`src/rtl/iiitb_icg.sv`:
```
// rtl/iiitb_icg.sv - clock-gate controller: wake/idle sequencing and round-robin grant of the gated domain
module iiitb_icg_ctrl #(
    parameter int unsigned IDLE_CYCLES = 8,
    parameter int unsigned WAKE_CYCLES = 2
) (
    input  logic       clk,
    input  logic       reset,
    input  logic       req0,
    input  logic       req1,
    input  logic       done,
    input  logic       force_on,
    output logic       gate_en,
    output logic       gnt0,
    output logic       gnt1,
    output logic [1:0] state
);

    typedef enum logic [1:0] {
        ST_OFF    = 2'b00,
        ST_WAKE   = 2'b01,
        ST_ACTIVE = 2'b10,
        ST_IDLE   = 2'b11
    } state_t;

    localparam logic [3:0] WAKE_LOAD = 4'(WAKE_CYCLES - 1);
    localparam logic [7:0] IDLE_LAST = 8'(IDLE_CYCLES - 1);

    state_t     state_q, state_d;
    logic [3:0] wake_cnt_q, wake_cnt_d;
    logic [7:0] idle_cnt_q, idle_cnt_d;
    logic       ptr_q, ptr_d;
    logic       gnt0_q, gnt0_d;
    logic       gnt1_q, gnt1_d;
    logic       gate_en_q, gate_en_d;
    logic       arm_q, arm_d;

    logic any_req;
    logic pick1;

    // Round-robin choice: on a tie the requester not granted last wins;
    // ptr_q holds the last-granted index, so on done this also prefers the other side.
    always_comb begin
        any_req = req0 | req1;
        pick1   = (req0 & req1) ? ~ptr_q : req1;
    end

    // Next-state, counters, grants; the FSM stays frozen for one edge after reset release.
    always_comb begin
        state_d    = state_q;
        wake_cnt_d = wake_cnt_q;
        idle_cnt_d = idle_cnt_q;
        ptr_d      = ptr_q;
        gnt0_d     = gnt0_q;
        gnt1_d     = gnt1_q;
        arm_d      = 1'b1;

        if (arm_q) begin
            case (state_q)
                ST_OFF: begin
                    if (any_req | force_on) begin
                        state_d    = ST_WAKE;
                        wake_cnt_d = WAKE_LOAD;
                    end
                end
                ST_WAKE: begin
                    if (wake_cnt_q == 4'd0) begin
                        if (any_req) begin
                            state_d = ST_ACTIVE;
                            gnt0_d  = ~pick1;
                            gnt1_d  = pick1;
                            ptr_d   = pick1;
                        end else begin
                            state_d    = ST_IDLE;
                            idle_cnt_d = 8'd0;
                        end
                    end else begin
                        wake_cnt_d = wake_cnt_q - 4'd1;
                    end
                end
                ST_ACTIVE: begin
                    if (done && (gnt0_q || gnt1_q)) begin
                        if (any_req) begin
                            gnt0_d = ~pick1;
                            gnt1_d = pick1;
                            ptr_d  = pick1;
                        end else begin
                            state_d    = ST_IDLE;
                            gnt0_d     = 1'b0;
                            gnt1_d     = 1'b0;
                            idle_cnt_d = 8'd0;
                        end
                    end
                end
                ST_IDLE: begin
                    if (any_req) begin
                        state_d    = ST_ACTIVE;
                        gnt0_d     = ~pick1;
                        gnt1_d     = pick1;
                        ptr_d      = pick1;
                        idle_cnt_d = 8'd0;
                    end else if (force_on) begin
                        idle_cnt_d = 8'd0;
                    end else if (idle_cnt_q == IDLE_LAST) begin
                        state_d    = ST_OFF;
                        idle_cnt_d = 8'd0;
                    end else begin
                        idle_cnt_d = idle_cnt_q + 8'd1;
                    end
                end
                default: begin
                    state_d = ST_OFF;
                    gnt0_d  = 1'b0;
                    gnt1_d  = 1'b0;
                end
            endcase
        end

        gate_en_d = (state_d != ST_OFF);
    end

    // State and output registers; reset clears everything immediately.
    always_ff @(posedge clk or negedge reset) begin
        if (!reset) begin
            state_q    <= ST_OFF;
            wake_cnt_q <= 4'd0;
            idle_cnt_q <= 8'd0;
            ptr_q      <= 1'b1;
            gnt0_q     <= 1'b0;
            gnt1_q     <= 1'b0;
            gate_en_q  <= 1'b0;
            arm_q      <= 1'b0;
        end else begin
            state_q    <= state_d;
            wake_cnt_q <= wake_cnt_d;
            idle_cnt_q <= idle_cnt_d;
            ptr_q      <= ptr_d;
            gnt0_q     <= gnt0_d;
            gnt1_q     <= gnt1_d;
            gate_en_q  <= gate_en_d;
            arm_q      <= arm_d;
        end
    end

    assign gate_en = gate_en_q;
    assign gnt0    = gnt0_q;
    assign gnt1    = gnt1_q;
    assign state   = state_q;

endmodule

```
`config.mk`:
```
export PLATFORM = sky130hd
export DESIGN_NAME = iiitb_icg_ctrl
export DESIGN_NICKNAME = d
export VERILOG_FILES = /design/src/rtl/iiitb_icg.sv
export SDC_FILE = /design/constraint.sdc
export NUM_CORES = 1
export LEC_CHECK = 0
export CORE_ASPECT_RATIO = 1.1
export CORE_UTILIZATION = 50
export CTS_CLUSTER_DIAMETER = 80
export DETAILED_ROUTE_END_ITERATION = 12
export PLACE_DENSITY = 0.71
export SLEW_MARGIN = 30
export SYNTH_ARGS = -nofsm -noshare
export SYNTH_HDL_FRONTEND = slang
export SYNTH_SLANG_ARGS = --single-unit
```
`constraint.sdc`:
```
create_clock -name clk -period 2.12 [get_ports clk]
set_clock_uncertainty 0.15 [all_clocks]
set_input_delay 0.212 -clock clk [delete_from_list [all_inputs] [get_ports clk]]
set_output_delay 0.212 -clock clk [all_outputs]
set_load 0.03 [all_outputs]
```
==> results of run 1 <==
==> flip-flops by register name, summed over array words and instances, names as in the netlist <==
register and count:
gnt1 1, wake_cnt_q 4, arm_q 1, gnt0 1, state 2, idle_cnt_q 8, gate_en 1, ptr_q 1
==> path summary, 6_finish.rpt <==
kind / from / slack [ns] / to
hold reg to reg: gnt0$_DFFE_PN0P_ / 0.41 / gnt0$_DFFE_PN0P_
max in group asynchronous: reset / 1.20 / idle_cnt_q[2]$_DFFE_PN0P_
setup / recovery: state[1]$_DFF_PN0_ / 0.09 / state[1]
setup reg to reg: idle_cnt_q[1]$_DFFE_PN0P_ / 0.13 / idle_cnt_q[7]$_DFFE_PN0P_
min in group clk: gnt0$_DFFE_PN0P_ / 0.41 / gnt0$_DFFE_PN0P_
hold / removal: reset / 0.09 / idle_cnt_q[7]$_DFFE_PN0P_
==> per-stage QoR <==
stage | area, um2 | setup slack (ns) | instances | hold slack [ns]
after global placement | 1290 | 0.101 | 167 | 0.377
after global routing | 1320 | 0.00174 | 171 | 0.112
after detailed placement | 1290 | 0.0670 | 167 | 0.385
after CTS | 1320 | 0.0723 | 171 | 0.101
final | 1320 | 0.0869 | 171 | 0.0898
after floorplan | 1110 | 0.236 | 123 | -0.234
==> power groups by stage <==
stage,sequential [W],clock (W),combinational (W)
after floorplan,0.000372,0,0.0000127
after global placement,0.000372,0,0.0000378
after detailed placement,0.000372,0,0.0000384
after CTS,0.000365,0.000198,0.0000386
after global routing,0.000365,0.000213,0.0000429
final,0.000365,0.000191,0.0000380
==> metal layers <==
metal | wire length (um) | vias to the layer above | GRT usage, % | share of wire (%)
li1 | - | 504 | - | -
met1 | 1070 | 490 | 30.8 | 42
met2 | 1360 | 25 | 44.0 | 53
met3 | 68 | 7 | 4.95 | 2.6
met4 | 70 | 0 | 17.1 | 2.7
met5 | 0 | - | 0 | 0
==> cells in the final DEF, fill, tap and decap left out, types with 3 or more instances in the layout <==
cell and count:
dfrtp_1 18, inv_1 12, o21ai_0 10, clkdlybuf4s50_1 10, nand2_1 9, buf_4 9, nand3_1 7, o22ai_1 5
nor2_1 4, nor3_1 4, o21ai_1 4, a311oi_1 4, nand4_1 3, nand2b_1 3, a21oi_1 3, clkbuf_4 3
==> cells by family (layout without fill, tap and decap cells) <==
logic type | count (synthesis) | count (layout) | share of synthesized area, %
DFF | 19 | 19 | 43.0
buffers and inverters | 15 | 35 | 5.86
muxes | 2 | 2 | 1.80
adders and majority gates | 2 | 2 | 2.25
other | 1 | 1 | 0.338
and+or+nand+nor | 44 | 44 | 23.2
AOI/OAI and AO/OA | 40 | 40 | 23.6
==> layout make-up <==
class | count | area share (%)
Clock inverter | 1 | 0.378
Tap cell | 28 | 2.65
Sequential cell | 19 | 36.0
Multi-Input combinational cell | 89 | 43.1
Timing Repair Buffer | 19 | 12.7
Clock buffer | 3 | 1.70
Inverter | 12 | 3.41
==> reports/qor.yml, run 1 <==
cp_slowest_cell: "clkdlybuf4s50_1"
rows: 17
p_total_w: 0.000594
numCtsBuffers: 3
max_freq_mhz: 492
path_delay_family: "buffers and inverters"
diodes: 0
yosysTopAreaCell: "dfrtp_1"
finalNetCount: 152
critPathMaxStageDelay_ns: 0.75
dp_hpwl_um: 1900
initial_core_util_pct: 54.4
swShare_pct: 24.1
cellLeakagePower_nw: 0.567
avgViaCountPerCell: 6.00
ioPinCount: 11
post-cts-setup-buffer-count: 0
synth.avg_cell_area_um2: 9.02
grt_use_total_pct: 26.8
tightest_slew_ns: 0.637
area_delta_synth_final_pct: 19.2
ys_top_cells_by_count: "dfrtp_1 (18), inv_1 (12), o21ai_0 (10)"
synth.top_cell.area_share_pct: 40.6
syn_area_mm2: 0.00111
period_share_pct: 95.9
switchingPower_w: 0.000143
ant_nets: 0
ff2ff_path_depth: 5
grt_remaining_overflow: 0
crit_arrival_ns: 1.67
cts_tree: "done"
synthCells: 123
peakVddDrop_mv: 0.299
crit_chain: "clkdlybuf4s50_1"
die_w_um: 46.9
die_h_um: 51.4
finalHoldViolCount: 0
status: "finished clean"
clk_latency_ns: 0.30
synth_flop_cell: "dfrtp_1"
holdCritPathClass: "input port to asynchronous set/reset pin"
yosys-top-cells-area: "dfrtp_1 (41%), o21ai_0 (4.5%), inv_1 (4.1%), a311oi_1 (3.2%), nand3_1 (3.2%)"
layout_min_cycle_time_ns: 2.03
drt-wirelength-per-cell_um: 15.0
cts_root_buf: "clkbuf_4"
worst-path-buf-inv: 1
antenna_found_initial: 0
worstPathRequired_ns: 1.76
drive_above_1_share_pct: 13.3
first_iter_violations: 32
routabilityCongestion: 0.814
dieArea_mm2: 0.00241
yosys.cell_types.count: 43
synth-edff-count: 0
async_flop_share_pct: 100
clock-sinks: 19
hold_buffers: 0
port_buffers: 10
ys_warn_count: 0
yosysMostFrequentCell: "dfrtp_1"
fillers: 187
endpoint_kind: "output pin"
cp_max_fo: 13
grt_pass1_vias: 1061
cts_buffer_depth: 2
drc: 0
maxCapViolations: 0
htree_levels: 1
finalMaxSlewViolations: 0
post-route-util_pct: 64.8
crit_path_start_kind: "flop"
power.density_mw_per_mm2: 450
finalSetupTns_ns: 0
clk_pin_slew_ns: 0.11
post_cts_resized: 0
maxSlewHeadroom_pct: 57.2
grt_setup_unrepaired: "false"
combinationalPowerShare_pct: 6.4
vias: 1026
p_clk_share_pct: 32.2
yosys_register_bits: 19
coreArea_mm2: 0.00204
grt_pass1_wl_um: 4500
ys_seq_area_share_pct: 43.0
internal-power_w: 0.000451
dr.pass1.iters: 4
syn_nets: 131
wl_um: 2570
register_area_um2: 477
grt_max_degree: 14
critical_path_class: "flop to output pin"
path_depth: 1
seqPwrFrac_pct: 61.4
setup_viol: 0
multiInputGateArea_um2: 571
(Power assumes the default switching activity.)
==> run 2, diff against run 1 <==
--- a/config.mk
+++ b/config.mk
@@ -5,6 +5,7 @@
 export SDC_FILE = /design/constraint.sdc
 export NUM_CORES = 1
 export LEC_CHECK = 0
+export CAP_MARGIN = 20
 export CORE_ASPECT_RATIO = 1.1
 export CORE_UTILIZATION = 50
 export CTS_CLUSTER_DIAMETER = 80
==> results of run 2 <==
Same layout as run 1: the final DEF is identical, and so are final timing and power.
